File: config.mk
export PLATFORM = sky130hd
export DESIGN_NAME = msk_g16mul_sched
export DESIGN_NICKNAME = d
export VERILOG_FILES = /design/src/rtl/msk_g16_pkg.sv /design/src/rtl/msk_rsp_fifo2.sv /design/src/rtl/msk_g16mul_sched.sv
export SDC_FILE = /design/constraint.sdc
export NUM_CORES = 1
export LEC_CHECK = 0
export ABC_AREA = 1
export CAP_MARGIN = 20
export CORE_MARGIN = 4
export CORE_UTILIZATION = 65
export DETAILED_ROUTE_END_ITERATION = 12
export DONT_BUFFER_PORTS = 1
export PLACE_DENSITY_LB_ADDON = 0.25
export SYNTH_ARGS = -nofsm -noshare
export SYNTH_HDL_FRONTEND = slang
export SYNTH_SLANG_ARGS = --single-unit
File: constraint.sdc
create_clock -name clk -period 4.9 [get_ports clk]
set_clock_uncertainty 0.2 [all_clocks]
set_input_delay 0.98 -clock clk [delete_from_list [all_inputs] [get_ports clk]]
set_output_delay 0.98 -clock clk [all_outputs]
set_load 0.01 [all_outputs]
File: src/rtl/msk_g16_pkg.sv
// msk_g16_pkg: shared definitions for the masked GF(16) datapath.
//
// A masked GF(16) element with d shares is packed as {x3, x2, x1, x0}. Each xk is
// d bits wide and holds the d shares of GF bit k, so the whole sharing is 4*d bits.
// The helpers below work on a sharing zero-extended to MaxShares shares.
package msk_g16_pkg;

    localparam int unsigned GfBits    = 4;
    localparam int unsigned MaxShares = 8;
    localparam int unsigned MaxShW    = GfBits * MaxShares;

    // Fresh random bits consumed by one DOM multiplication.
    function automatic int unsigned n_rnd_of(input int unsigned shares);
        return GfBits * shares * (shares - 1) / 2;
    endfunction

    // Width of one packed sharing.
    function automatic int unsigned sh_width(input int unsigned shares);
        return GfBits * shares;
    endfunction

    // Returns the d shares of GF bit k. Shares are never XORed together here.
    function automatic logic [MaxShares-1:0] unpack_bit(input logic [MaxShW-1:0] x,
                                                        input int unsigned shares,
                                                        input int unsigned k);
        logic [MaxShares-1:0] low_mask;
        low_mask = (MaxShares'(1) << shares) - MaxShares'(1);
        return MaxShares'(x >> (k * shares)) & low_mask;
    endfunction

    // Writes the d shares of GF bit k into a packed sharing.
    function automatic logic [MaxShW-1:0] pack_bit(input logic [MaxShW-1:0] x,
                                                   input int unsigned shares,
                                                   input int unsigned k,
                                                   input logic [MaxShares-1:0] s);
        logic [MaxShW-1:0] low_mask;
        logic [MaxShW-1:0] field;
        low_mask = (MaxShW'(1) << shares) - MaxShW'(1);
        field    = low_mask << (k * shares);
        return (x & ~field) | ((MaxShW'(s) & low_mask) << (k * shares));
    endfunction

endpackage

File: src/rtl/msk_rsp_fifo2.sv
// msk_rsp_fifo2: two-entry result FIFO for the shared masked multiplier.
//
// Ports:
//   clk, rst            clock, synchronous active-high reset (empties FIFO, clears storage)
//   push, push_data     write one entry; ignored when full and not popping
//   pop                 drop the head entry; ignored when empty
//   valid, head         head entry, taken straight from storage registers
//   cnt                 number of stored entries (0..2)
// Simultaneous push and pop are both honoured, including when full.
module msk_rsp_fifo2 #(
    parameter int unsigned Width = 8
) (
    input  logic             clk,
    input  logic             rst,
    input  logic             push,
    input  logic [Width-1:0] push_data,
    input  logic             pop,
    output logic             valid,
    output logic [Width-1:0] head,
    output logic [1:0]       cnt
);

    logic [Width-1:0] mem_q [2];
    logic             wr_ptr_q;
    logic             rd_ptr_q;
    logic [1:0]       cnt_q;
    logic [1:0]       cnt_d;
    logic             pop_ok;
    logic             push_ok;

    assign pop_ok  = pop && (cnt_q != 2'd0);
    // Full is fine to write when the head leaves in the same cycle.
    assign push_ok = push && ((cnt_q != 2'd2) || pop_ok);

    always_comb begin
        cnt_d = cnt_q;
        unique case ({push_ok, pop_ok})
            2'b10:   cnt_d = cnt_q + 2'd1;
            2'b01:   cnt_d = cnt_q - 2'd1;
            default: cnt_d = cnt_q;
        endcase
    end

    always_ff @(posedge clk) begin
        if (rst) begin
            mem_q[0] <= '0;
            mem_q[1] <= '0;
            wr_ptr_q <= 1'b0;
            rd_ptr_q <= 1'b0;
            cnt_q    <= 2'd0;
        end else begin
            if (push_ok) begin
                mem_q[wr_ptr_q] <= push_data;
                wr_ptr_q        <= ~wr_ptr_q;
            end
            if (pop_ok) begin
                rd_ptr_q <= ~rd_ptr_q;
            end
            cnt_q <= cnt_d;
        end
    end

    assign valid = (cnt_q != 2'd0);
    assign head  = mem_q[rd_ptr_q];
    assign cnt   = cnt_q;

endmodule

File: src/rtl/msk_g16mul_sched.sv
// msk_g16mul_sched: round-robin sharing of one masked GF(16) DOM multiplier
// (latency 1) between N_REQ requesters.
//
// Ports:
//   clk, rst                      clock, synchronous active-high reset
//   req_valid/req_ready           per-requester handshake; req_ready is the one-hot grant
//   req_a, req_b                  requester i operands at [i*4*d +: 4*d], layout {x3..x0}
//   rnd_valid/rnd_ready, rnd_in   fresh randomness, one word consumed per issue
//   mul_ina, mul_inb, mul_rnd     multiplier inputs, all-zero on idle cycles
//   mul_out                       multiplier result, one cycle after issue
//   rsp_valid/rsp_ready           result handshake, in issue order
//   rsp_id, rsp_data              requester index and masked product
//
// At most two results are ever outstanding (one in flight plus the FIFO), so the
// two-entry FIFO can always take the multiplier output and needs no stall path.
module msk_g16mul_sched
    import msk_g16_pkg::*;
#(
    parameter int unsigned d     = 2,
    parameter int unsigned N_REQ = 4,
    localparam int unsigned n_rnd = n_rnd_of(d),
    localparam int unsigned ShW   = sh_width(d),
    localparam int unsigned IdW   = (N_REQ > 1) ? $clog2(N_REQ) : 1
) (
    input  logic                 clk,
    input  logic                 rst,
    input  logic [N_REQ-1:0]     req_valid,
    output logic [N_REQ-1:0]     req_ready,
    input  logic [N_REQ*ShW-1:0] req_a,
    input  logic [N_REQ*ShW-1:0] req_b,
    input  logic                 rnd_valid,
    output logic                 rnd_ready,
    input  logic [n_rnd-1:0]     rnd_in,
    output logic [ShW-1:0]       mul_ina,
    output logic [ShW-1:0]       mul_inb,
    output logic [n_rnd-1:0]     mul_rnd,
    input  logic [ShW-1:0]       mul_out,
    output logic                 rsp_valid,
    input  logic                 rsp_ready,
    output logic [IdW-1:0]       rsp_id,
    output logic [ShW-1:0]       rsp_data
);

    localparam int unsigned EntW = IdW + ShW;

    logic [IdW-1:0]   rr_q;
    logic             inflight_q;
    logic [IdW-1:0]   inflight_id_q;

    logic [N_REQ-1:0] cand;
    logic [IdW-1:0]   cand_idx;
    logic             found;
    logic [IdW:0]     pos;
    logic [IdW-1:0]   rr_next;

    logic [N_REQ-1:0] gnt;
    logic             issue;
    logic             pop;
    logic [1:0]       fifo_cnt;
    logic [2:0]       occ;
    logic [EntW-1:0]  fifo_head;

    // Cyclic search for the first valid requester at or after rr_q.
    always_comb begin
        cand     = '0;
        cand_idx = '0;
        found    = 1'b0;
        pos      = '0;
        for (int unsigned k = 0; k < N_REQ; k++) begin
            pos = {1'b0, rr_q} + (IdW + 1)'(k);
            if (pos >= (IdW + 1)'(N_REQ)) begin
                pos = pos - (IdW + 1)'(N_REQ);
            end
            if (!found && req_valid[pos[IdW-1:0]]) begin
                found               = 1'b1;
                cand[pos[IdW-1:0]]  = 1'b1;
                cand_idx            = pos[IdW-1:0];
            end
        end
    end

    assign rr_next = (cand_idx == IdW'(N_REQ - 1)) ? '0 : cand_idx + IdW'(1);

    // Outstanding results after this cycle's pop; inflight + fifo_cnt never exceeds 2.
    assign pop   = rsp_valid && rsp_ready;
    assign occ   = {1'b0, fifo_cnt} + {2'b00, inflight_q} - {2'b00, pop};
    assign issue = !rst && found && rnd_valid && (occ < 3'd2);

    // Grant and randomness are both gated by issue, so operands only reach the
    // multiplier together with a fresh, just-consumed randomness word.
    assign gnt       = cand & {N_REQ{issue}};
    assign req_ready = gnt;
    assign rnd_ready = issue;
    assign mul_rnd   = rnd_in & {n_rnd{issue}};

    // Per-share AND-OR select driven by the one-hot grant; shares are never combined.
    always_comb begin
        mul_ina = '0;
        mul_inb = '0;
        for (int unsigned i = 0; i < N_REQ; i++) begin
            mul_ina = mul_ina | (req_a[i*ShW +: ShW] & {ShW{gnt[i]}});
            mul_inb = mul_inb | (req_b[i*ShW +: ShW] & {ShW{gnt[i]}});
        end
    end

    always_ff @(posedge clk) begin
        if (rst) begin
            rr_q          <= '0;
            inflight_q    <= 1'b0;
            inflight_id_q <= '0;
        end else begin
            inflight_q <= issue;
            if (issue) begin
                rr_q          <= rr_next;
                inflight_id_q <= cand_idx;
            end
        end
    end

    // The multiplier output is only meaningful the cycle after an issue; reset drops it.
    msk_rsp_fifo2 #(
        .Width (EntW)
    ) u_rsp_fifo (
        .clk       (clk),
        .rst       (rst),
        .push      (inflight_q),
        .push_data ({inflight_id_q, mul_out}),
        .pop       (pop),
        .valid     (rsp_valid),
        .head      (fifo_head),
        .cnt       (fifo_cnt)
    );

    assign rsp_id   = fifo_head[ShW +: IdW];
    assign rsp_data = fifo_head[ShW-1:0];

endmodule

== Word-level counts from Yosys, hierarchy flattened ==
Memory sizes are Yosys's and may differ from the RTL's. A register that Yosys moved wholly into a read port is not among the register bits.
Index checks and enable logic that the tools add are counted.
Widths: inputs -> output; s select.

* Bits in registers: 9
* Bits in writable memories: 20
* Input bits: 84
* Logic and storage cells: 122
* Memories: 1

{| class="wikitable"
|+ Memory list
! memory !! depth !! bits a word !! read ports !! clocked after memory_dff !! wr ports !! RTL line !! source
|-
| u_rsp_fifo.mem_q || 2 || 10 || 1 || 1 || 2 || msk_rsp_fifo2.sv:23 || <nowiki>logic [Width-1:0] mem_q [2];</nowiki>
|}

* Add/sub/neg operators: 12
* Order comparisons: 13
* Eq/ne operators: 4
* Multiplexer cells: 44
* Bitwise gates (word level): 21
* Reductions and logical operators: 21

{| class="wikitable"
|+ Operators with widths
! kind !! count
|-
| $and 8x8->8 || 8
|-
| $or 8x8->8 || 6
|-
| $mux 1 || 21
|-
| $mux 2 || 9
|-
| $mux 4 || 4
|-
| $logic_and 1x1->1 || 13
|-
| $lt 2x3->1 const B || 4
|-
| $or 4x4->4 || 3
|-
| $mux 10 || 1
|-
| $reduce_or 10->1 || 1
|-
| $sub 2x1->2 const B || 5
|-
| $ge 3x3->1 const B || 3
|-
| $and 4x4->4 || 2
|-
| $bmux 1 s2 || 4
|-
| $demux 1 s2 || 4
|-
| $ge 2x1->1 const B || 4
|-
| $add 2x2->3 const B || 2
|-
| $add 2x1->2 const B || 2
|-
| $eq 2x2->1 const B || 2
|-
| $logic_not 1->1 || 4
|-
| $pmux 2 s2 || 1
|-
| $reduce_bool 2->1 || 2
|-
| $add 2x1->3 || 1
|-
| $add 2x1->3 const B || 1
|-
| other kinds (7) || 8
|}

== Depth between registers and ports, before layout ==
Gate-level depths: netlist of the first run.

* Depth in word-level cells: 22
* Gate-level depth with buffers: 17

== Modules after synthesis ==
Synthesis of the first run repeated with hierarchy kept, for this count alone.

* Cell total of the unflattened synthesis: 399
* Area total of the unflattened synthesis: 2822.7 µm²

{| class="wikitable"
|+ Modules (own cells, without submodules)
! module !! times used !! cells each !! area each (µm²) !! sequential area each (µm²)
|-
| msk_g16mul_sched || 1 || 297 || 1646.6 || 100.1
|-
| msk_rsp_fifo2 || 1 || 102 || 1176.1 || 700.7
|}

== Worst setup path after synthesis of the first run ==
OpenSTA, ideal clock, no wires.

* Path kind: input to output
* Start: input rsp_ready
* End: output mul_ina[0]
* Arrival: 3.117 ns
* Path slack: 0.603 ns
* Stages: 15
* Path through: nand2_1 > inv_1 > ha_1 > or2_2 > fa_1 > nand3_1 > nor2_1 > nand2_4 > inv_2 > buf_6 > buf_6 > nand3_1 > nand2_1 > clkinv_1 > nand2_1

* Word-level cells in the longest chain between the ends: 9
* Elaborated cells on any way between the ends: 12
* Those cells by class: add/sub (1); order compare (1); bitwise (8); reduce/logical (2)

{| class="wikitable"
|+ RTL lines
! what !! RTL line !! source
|-
| start, declared || msk_g16mul_sched.sv:39 || <nowiki>input logic rsp_ready,</nowiki>
|-
| $logic_and 1x1->1 * || msk_g16mul_sched.sv:85 || <nowiki>assign pop = rsp_valid && rsp_ready;</nowiki>
|-
| $sub 3x1->3 * || msk_g16mul_sched.sv:86 || <nowiki>assign occ = {1'b0, fifo_cnt} + {2'b00, inflight_q} - {2'b00, pop};</nowiki>
|-
| $lt 3x2->1 * || msk_g16mul_sched.sv:87 || <nowiki>assign issue = !rst && found && rnd_valid && (occ < 3'd2);</nowiki>
|-
| $logic_and 1x1->1 * || msk_g16mul_sched.sv:87 ||
|-
| $and 4x4->4 * || msk_g16mul_sched.sv:91 || <nowiki>assign gnt = cand & {N_REQ{issue}};</nowiki>
|-
| $and 8x8->8 || msk_g16mul_sched.sv:101 || <nowiki>mul_ina = mul_ina | (req_a[i*ShW +: ShW] & {ShW{gnt[i]}});</nowiki>
|-
| $or 8x8->8 (2 in series) || msk_g16mul_sched.sv:101 ||
|-
| $or 8x8->8 * || msk_g16mul_sched.sv:101 ||
|-
| end, declared || msk_g16mul_sched.sv:34 || <nowiki>output logic [ShW-1:0] mul_ina,</nowiki>
|}

Mark *: on every way between the ends. The rest lies on a longest branch, timed or not.

== Final worst setup path of the first run ==
* Start: register u_rsp_fifo.cnt_q[1], in the netlist u_rsp_fifo.cnt[1]
* End: output mul_inb[1]

* Word-level cells in the longest chain between the ends: 10
* Elaborated cells on any way between the ends: 14
* Those cells by class: add/sub (2); order compare (1); bitwise (8); reduce/logical (3)

{| class="wikitable"
|+ RTL lines
! what !! RTL line !! source
|-
| start, declared || msk_rsp_fifo2.sv:26 || <nowiki>logic [1:0] cnt_q;</nowiki>
|-
| start signal, assigned || msk_rsp_fifo2.sv:59 || <nowiki>cnt_q <= cnt_d;</nowiki>
|-
| $reduce_bool 2->1 * || msk_rsp_fifo2.sv:63 || <nowiki>assign valid = (cnt_q != 2'd0);</nowiki>
|-
| net rsp_valid || msk_g16mul_sched.sv:38 || <nowiki>output logic rsp_valid,</nowiki>
|-
| $logic_and 1x1->1 * || msk_g16mul_sched.sv:85 ||
|-
| $sub 3x1->3 * || msk_g16mul_sched.sv:86 ||
|-
| $lt 3x2->1 * || msk_g16mul_sched.sv:87 ||
|-
| $logic_and 1x1->1 * || msk_g16mul_sched.sv:87 ||
|-
| $and 4x4->4 * || msk_g16mul_sched.sv:91 ||
|-
| $and 8x8->8 || msk_g16mul_sched.sv:102 || <nowiki>mul_inb = mul_inb | (req_b[i*ShW +: ShW] & {ShW{gnt[i]}});</nowiki>
|-
| $or 8x8->8 (2 in series) || msk_g16mul_sched.sv:102 ||
|-
| $or 8x8->8 * || msk_g16mul_sched.sv:102 ||
|-
| end, declared || msk_g16mul_sched.sv:35 || <nowiki>output logic [ShW-1:0] mul_inb,</nowiki>
|}

Mark *: on every way through the listed nets, which the timed path passes. The rest lies on a longest branch.

==> results of run 1 <==
-- synthesized netlist by cell type (4+ instances only) --
master	count	area, um2
buf_6	13	146
nor2_1	29	109
nand2_1	82	308
mux2_2	10	113
ha_1	8	100
inv_2	4	15.0
nand2_2	6	37.5
nand4_1	8	50.1
a21oi_1	10	50.1
o21ai_0	7	35.0
a21boi_0	5	37.5
edfxtp_1	20	601
clkbuf_1	4	15.0
nand3_1	72	360
nand2_4	4	45.0
inv_1	66	248
nand3_2	18	180
dfxtp_1	10	200
-- cell type report --
type	instances	area share, %
repair buffers	2	0.988
clock buffers	7	2.74
well taps	50	2.25
multi-input cells	268	54.4
inverters	72	9.79
clock inverters	1	1.08
flip-flops and latches	30	28.7
-- per-stage QoR --
stage	power (W)	worst slack [ns]	instances	utilization, %	cell area (um2)
after CTS	0.00132	0.351	430	68.7	2790
after global placement	0.00106	0.447	422	66.1	2680
after floorplan	0.00103	0.603	389	-	2780
final	0.00132	0.349	430	68.7	2790
after detailed placement	0.00108	0.371	422	66.1	2680
after global routing	0.00142	0.0976	430	68.7	2790
-- how the worst max path moves through the flow --
stage / cells past startpoint / slack, ns / endpoint
final: 16 / 0.35 / mul_inb[1]
after detailed placement: 14 / 0.37 / mul_inb[1]
after CTS: 16 / 0.35 / mul_inb[1]
after floorplan: 15 / 0.60 / mul_ina[0]
after global placement: 14 / 0.45 / mul_ina[0]
after global routing: 16 / 0.1 / mul_ina[4]
-- power by group --
group	total (W)	switching (W)	internal (W)
sequential	0.000339	0.0000339	0.000305
clock	0.000240	0.0000882	0.000152
combinational	0.000739	0.000535	0.000203
total	0.00132	0.000657	0.000661
-- cell families after synthesis --
kind of cell               count (synthesis)
AOI/OAI and AO/OA                         25
adders and majority gates                  9
and+or+nand+nor                          223
xor gates and xnor gates                   1
DFF                                       30
muxes                                     10
buffers and inverters                     91
-- routing by layer --
layer	GRT usage, %	wire, um	vias up
met5	0	0	-
met3	5.47	536	8
met4	6.24	68	0
met2	40.8	3310	87
li1	-	-	1229
met1	24.3	2370	1089
-- state kept, by name (all words and copies together) (netlist names), named ones only --
register and flops:
u_rsp_fifo.wr_ptr_q 1, rr_q 1, u_rsp_fifo.cnt 2, inflight_id_q 2, u_rsp_fifo.mem_q 20, u_rsp_fifo.rd_ptr_q 1
inflight_q 1
==> results.yml, run 1 <==
timing:
  finalCritPeriodShare_pct: 92.9
  min_period_ns: 4.55
  tightest_slew_ns: 0.476
  relSlewSlack_pct: 68.2
  fin_tns_setup_ns: 0
  finalHoldViolCount: 0
  report.final.slew_viol_count: 0
  fmax_mhz: 220
  timing.hold.ws_ns: 0.266
  setup_viol: 0
  rsz0062_at_grt: "false"
routing:
  wirelength_um: 6280
  drc: 0
  vias: 2413
  routedWlPerCell_um: 14.6
  ant_nets: 0
  drt-initial-drc-count: 129
  detail_route.first_pass.iterations: 4
  vias_per_cell: 5.61
placement:
  hpwl_um: 4730
  io_buffer_count: 0
  place_congestion: 0.890
min_path:
  holdPathEnd: "u_rsp_fifo.cnt[0]"
  holdPathStages: 1
  hp-start: "u_rsp_fifo.cnt[0]"
  min_path_type: "flip-flop to flip-flop"
setup_path:
  timing.rr.end: "rr_q[1]"
  cp_num_buf_inv: 5
  crit_required_ns: 3.72
  cp.arrival_ns: 3.37
  crit_type: "flip-flop to output pin"
  reg2reg_from: "u_rsp_fifo.cnt[1]"
  critPathSlowestCell: "fa_1"
  cpMostUsedCell: "nand2_1"
  critical_path.endpoint_type: "output pin"
  crit_start: "u_rsp_fifo.cnt[1]"
  critPathTopFamily: "simple AND/OR/NAND/NOR gates"
  path_max_fanout: 62
  crit_path_cell_trace: "inv_1, nand2_1, nand2_1, inv_1, ha_1, or2_2, fa_1, nand3_1, nor2_1, nand2_4, inv_2, buf_12, nand3_1, nand2_1, inv_1, nand2_1"
  r2r_slack_ns: 1.76
  slowest_delay_ns: 0.48
  critPathLaunchType: "flip-flop"
  worstRegToRegCells: 16
yosys:
  syn_area_per_cell_um2: 7.14
  yosys.cell_types.count: 31
  syn_inst: 389
  synth_fa_ha_area_share_pct: 4.33
  synth_simple_gate_area_share_pct: 40.7
  synth_edf_count: 20
  synth_compound_area_share_pct: 5.18
  syn_nets: 482
  synthXorXnorAreaFrac_pct: 0.315
  yosysSeqAreaShare_pct: 28.8
  synth_ff_type: "edfxtp_1"
  yosys-mux-area-fraction_pct: 4.06
  async_reset_ff_share_pct: 0
  synth_top_family_by_area: "simple AND/OR/NAND/NOR gates"
  syn_area_um2: 2780
  ys_ff_latch: 30
  yosysWarningCount: 0
clocking:
  clk_root_buffer_cell: "clkbuf_8"
  clk_latency_ns: 0.28
  post_cts_buffers: 0
  cts_tree: "built"
  numClockSinks: 30
  cts-htree-levels: 2
  cts_resized: 0
  path_clk_slew_ns: 0.06
  cts_made_buffers: 5
  cts_buffer_depth: 2
  cts_hold_buf: 0
finish:
  diodes: 0
  nNetsFinal: 472
  multi_input_area_um2: 1520
  layout_commonest_cell: "nand2_1"
  most-common-layout-cells: "nand2_1 (82), nand3_1 (72), inv_1 (66)"
  area_delta_synth_final_pct: 0.360
  seqCellArea_um2: 801
  drive_above_1_share_pct: 14.5
  fillers: 361
global_routing:
  grt_pass1_wl_um: 9270
  grt_max_degree: 63
  grt_overflow: 0
  track_usage_pct: 21.9
  grt_antenna_before_repair: 0
  grt_pass1_vias: 2184
floorplanning:
  pin_count: 120
  start_util_pct: 68.4
  coreArea_um2: 4060
  die_h_um: 73.4
  die_area_um2: 5380
  die_w_um: 73.4
  rows: 23
run:
  max_cap_violations: 0
status:
  status: "complete, no violations"
power:
  powerDensity_nw_per_um2: 473
  vdd_ir_drop_max_mv: 0.351
  leakage_nw: 1.41
Power figures use the tool's default switching activity.
==> inputs of run 2 (changes only) <==
Settings changed: HOLD_SLACK_MARGIN set to 0.1, SYNTH_HIERARCHICAL set to 1.
==> results.yml, run 2 <==
clocking:
  post_cts_buffers: 0
  cts-htree-levels: 2
  clk_root_buffer_cell: "clkbuf_8"
  cts_made_buffers: 5
  numClockSinks: 30
  cts_resized: 0
  cts_tree: "built"
  path_clk_slew_ns: 0.06
  cts_hold_buf: 0
  clk_latency_ns: 0.28
  cts_buffer_depth: 2
global_routing:
  grt_pass1_wl_um: 9710
  grt_overflow: 0
  grt_antenna_before_repair: 0
  grt_pass1_vias: 2252
  grt_max_degree: 39
  track_usage_pct: 22.6
setup_path:
  critPathLaunchType: "flip-flop"
  critical_path.endpoint_type: "output pin"
  path_depth: 17
  timing.rr.end: "rr_q[1]"
  r2r_slack_ns: 1.71
  critPathTopFamily: "simple AND/OR/NAND/NOR gates"
  path_max_fanout: 38
  crit_path_cell_trace: "inv_1, nand2_2, nand2_1, inv_1, ha_1, inv_1, nand2_1, fa_1, nand3_1, nor2_1, nand2_4, inv_2, buf_12, nand3_1, nand2_1, inv_1, nand2_1"
  worstSetupEndpoint: "mul_ina[2]"
  crit_start: "u_rsp_fifo/cnt[1]"
  critPathSlowestCell: "dfxtp_1"
  crit_type: "flip-flop to output pin"
  cp.arrival_ns: 3.28
  slowest_delay_ns: 0.50
  reg2reg_from: "u_rsp_fifo/cnt[1]"
  cp_num_buf_inv: 6
  worstRegToRegCells: 17
  crit_required_ns: 3.72
routing:
  detail_route.first_pass.iterations: 4
  highest_layer: "met4"
  wl_met1_um: 2490
  routedWlPerCell_um: 14.6
  drt-initial-drc-count: 137
  vias: 2517
  drc: 0
  vias_per_cell: 5.69
  met3_length_um: 641
  ant_nets: 0
  met2_length_um: 3200
  wirelength_um: 6440
floorplanning:
  pin_count: 120
  die_h_um: 73.9
  die_area_um2: 5460
  start_util_pct: 69.1
  die_w_um: 73.9
  rows: 23
  coreArea_um2: 4090
timing:
  rsz0062_at_grt: "false"
  timing.hold.ws_ns: 0.296
  fin_tns_setup_ns: 0
  layout_setup_ws_ns: 0.442
  finalCritPeriodShare_pct: 91.0
  finalHoldViolCount: 0
  setup_viol: 0
  min_period_ns: 4.46
  report.final.slew_viol_count: 0
  tightest_slew_ns: 0.515
  relSlewSlack_pct: 65.6
  fmax_mhz: 224
yosys:
  syn_nets: 493
  synth_top_area_share_pct: 21.3
  syn_area_per_cell_um2: 7.07
  synth_area_leaders: "edfxtp_1 (21%), nand3_1 (14%), nand2_1 (11%)"
  yosysSeqAreaShare_pct: 28.4
  synthMostInstantiatedCell: "nand2_1"
  yosys.cell_types.count: 28
  yosysTopAreaCell: "edfxtp_1"
  syn_inst: 399
  ys_ff_latch: 30
  yosysWarningCount: 6
  syn_area_um2: 2820
  synth_ff_type: "edfxtp_1"
  synth_common_cells: "nand2_1 (86), nand3_1 (78), inv_1 (70)"
  synth_edf_count: 20
  async_reset_ff_share_pct: 0
finish:
  nNetsFinal: 485
  drive_above_1_share_pct: 15.8
  area_delta_synth_final_pct: 0.488
  most-common-layout-cells: "nand2_1 (86), nand3_1 (78), inv_1 (70)"
  seqCellArea_um2: 801
  fillers: 345
  multi_input_area_um2: 1570
  max_flop_register: "u_rsp_fifo/mem_q"
  largest_reg_flops: 20
  diodes: 0
  layout_commonest_cell: "nand2_1"
placement:
  place_congestion: 0.873
  hpwl_um: 5000
  io_buffer_count: 0
  preCtsSetupSlack_ns: 0.485
power:
  leakage_nw: 1.43
  powerDensity_nw_per_um2: 450
  vdd_ir_drop_max_mv: 0.355
run:
  max_cap_violations: 0
status:
  status: "complete, no violations"
min_path:
  min_path_type: "flip-flop to flip-flop"
[run 2: changes by cell type after synthesis, moves of 5 or more]
cell,change
nand3_2,-6
o21ai_0,-5
nor2_2,+7
nand3_1,+6
[run 2: worst min-delay path by stage]
stage                        start             endpoint  slack (ns)  cells after the start
2_1_floorplan  u_rsp_fifo/rd_ptr_q            flip-flop        0.26                      2
3_3_place_gp   u_rsp_fifo/rd_ptr_q  u_rsp_fifo/rd_ptr_q        0.28                      2
3_5_place_dp   u_rsp_fifo/rd_ptr_q            flip-flop        0.29                      2
4_1_cts        u_rsp_fifo/rd_ptr_q            flip-flop        0.30                      2
5_1_grt        u_rsp_fifo/rd_ptr_q            flip-flop        0.33                      2
6_report       u_rsp_fifo/rd_ptr_q  u_rsp_fifo/rd_ptr_q        0.30                      2
[run 2: logic make-up after synthesis]
family                   Yosys count  share of synthesized area, %
AND/OR/NAND/NOR                  236                          42.8
buffers and inverters             94                          16.1
flip-flops                        30                          28.4
AO/OA/AOI/OAI                     18                          3.77
multiplexers                      10                          3.99
adder cells (fa/ha/maj)           10                          4.70
XOR/XNOR                           1                         0.310
[run 2: report_power, final]
group	total (W)	switching (W)	leakage, nW	internal, W
sequential	0.000350	0.0000400	0.289	0.000309
clock	0.000191	0.0000926	0.0450	0.0000982
combinational	0.000736	0.000527	1.09	0.000210
total	0.00128	0.000659	1.43	0.000617
[run 2: area by class of cell]
class                   instances  area share [%]
clock inverters                 2           0.353
inverters                      76            10.1
multi-input cells             275            55.3
repair buffers                  3            1.24
clock buffers                   6            2.56
well taps                      50            2.21
flip-flops and latches         30            28.2
[run 2: per-layer routing]
layer,up-vias,global-route usage (%)
met1,1112,26.5
li1,1259,-
met3,13,6.16
met5,-,0
met2,133,40.3
met4,0,6.44
[run 2: through the flow]
stage / utilization (%) / instance area (um2) / cells / power (W)
2_1_floorplan: - / 2820 / 399 / 0.00102
3_3_place_gp: 67.4 / 2750 / 434 / 0.00107
3_5_place_dp: 67.4 / 2750 / 434 / 0.00109
4_1_cts: 69.4 / 2840 / 442 / 0.00128
5_1_grt: 69.4 / 2840 / 442 / 0.00138
6_report: 69.4 / 2840 / 442 / 0.00128
[run 2: worst register-to-register path, stage by stage, from the launching register on]
cell and delay [ns]:
dfxtp_1 0.50, inv_1 0.10, nand2_2 0.12, nand2_1 0.07
inv_1 0.10, ha_1 0.24, inv_1 0.06, nand2_1 0.05
fa_1 0.49, nand3_1 0.07, nor2_1 0.19, nand2_4 0.11
inv_2 0.29, buf_12 0.26, nand3_1 0.10, nand2_1 0.07
nor2_1 0.04, nor2_1 0.08
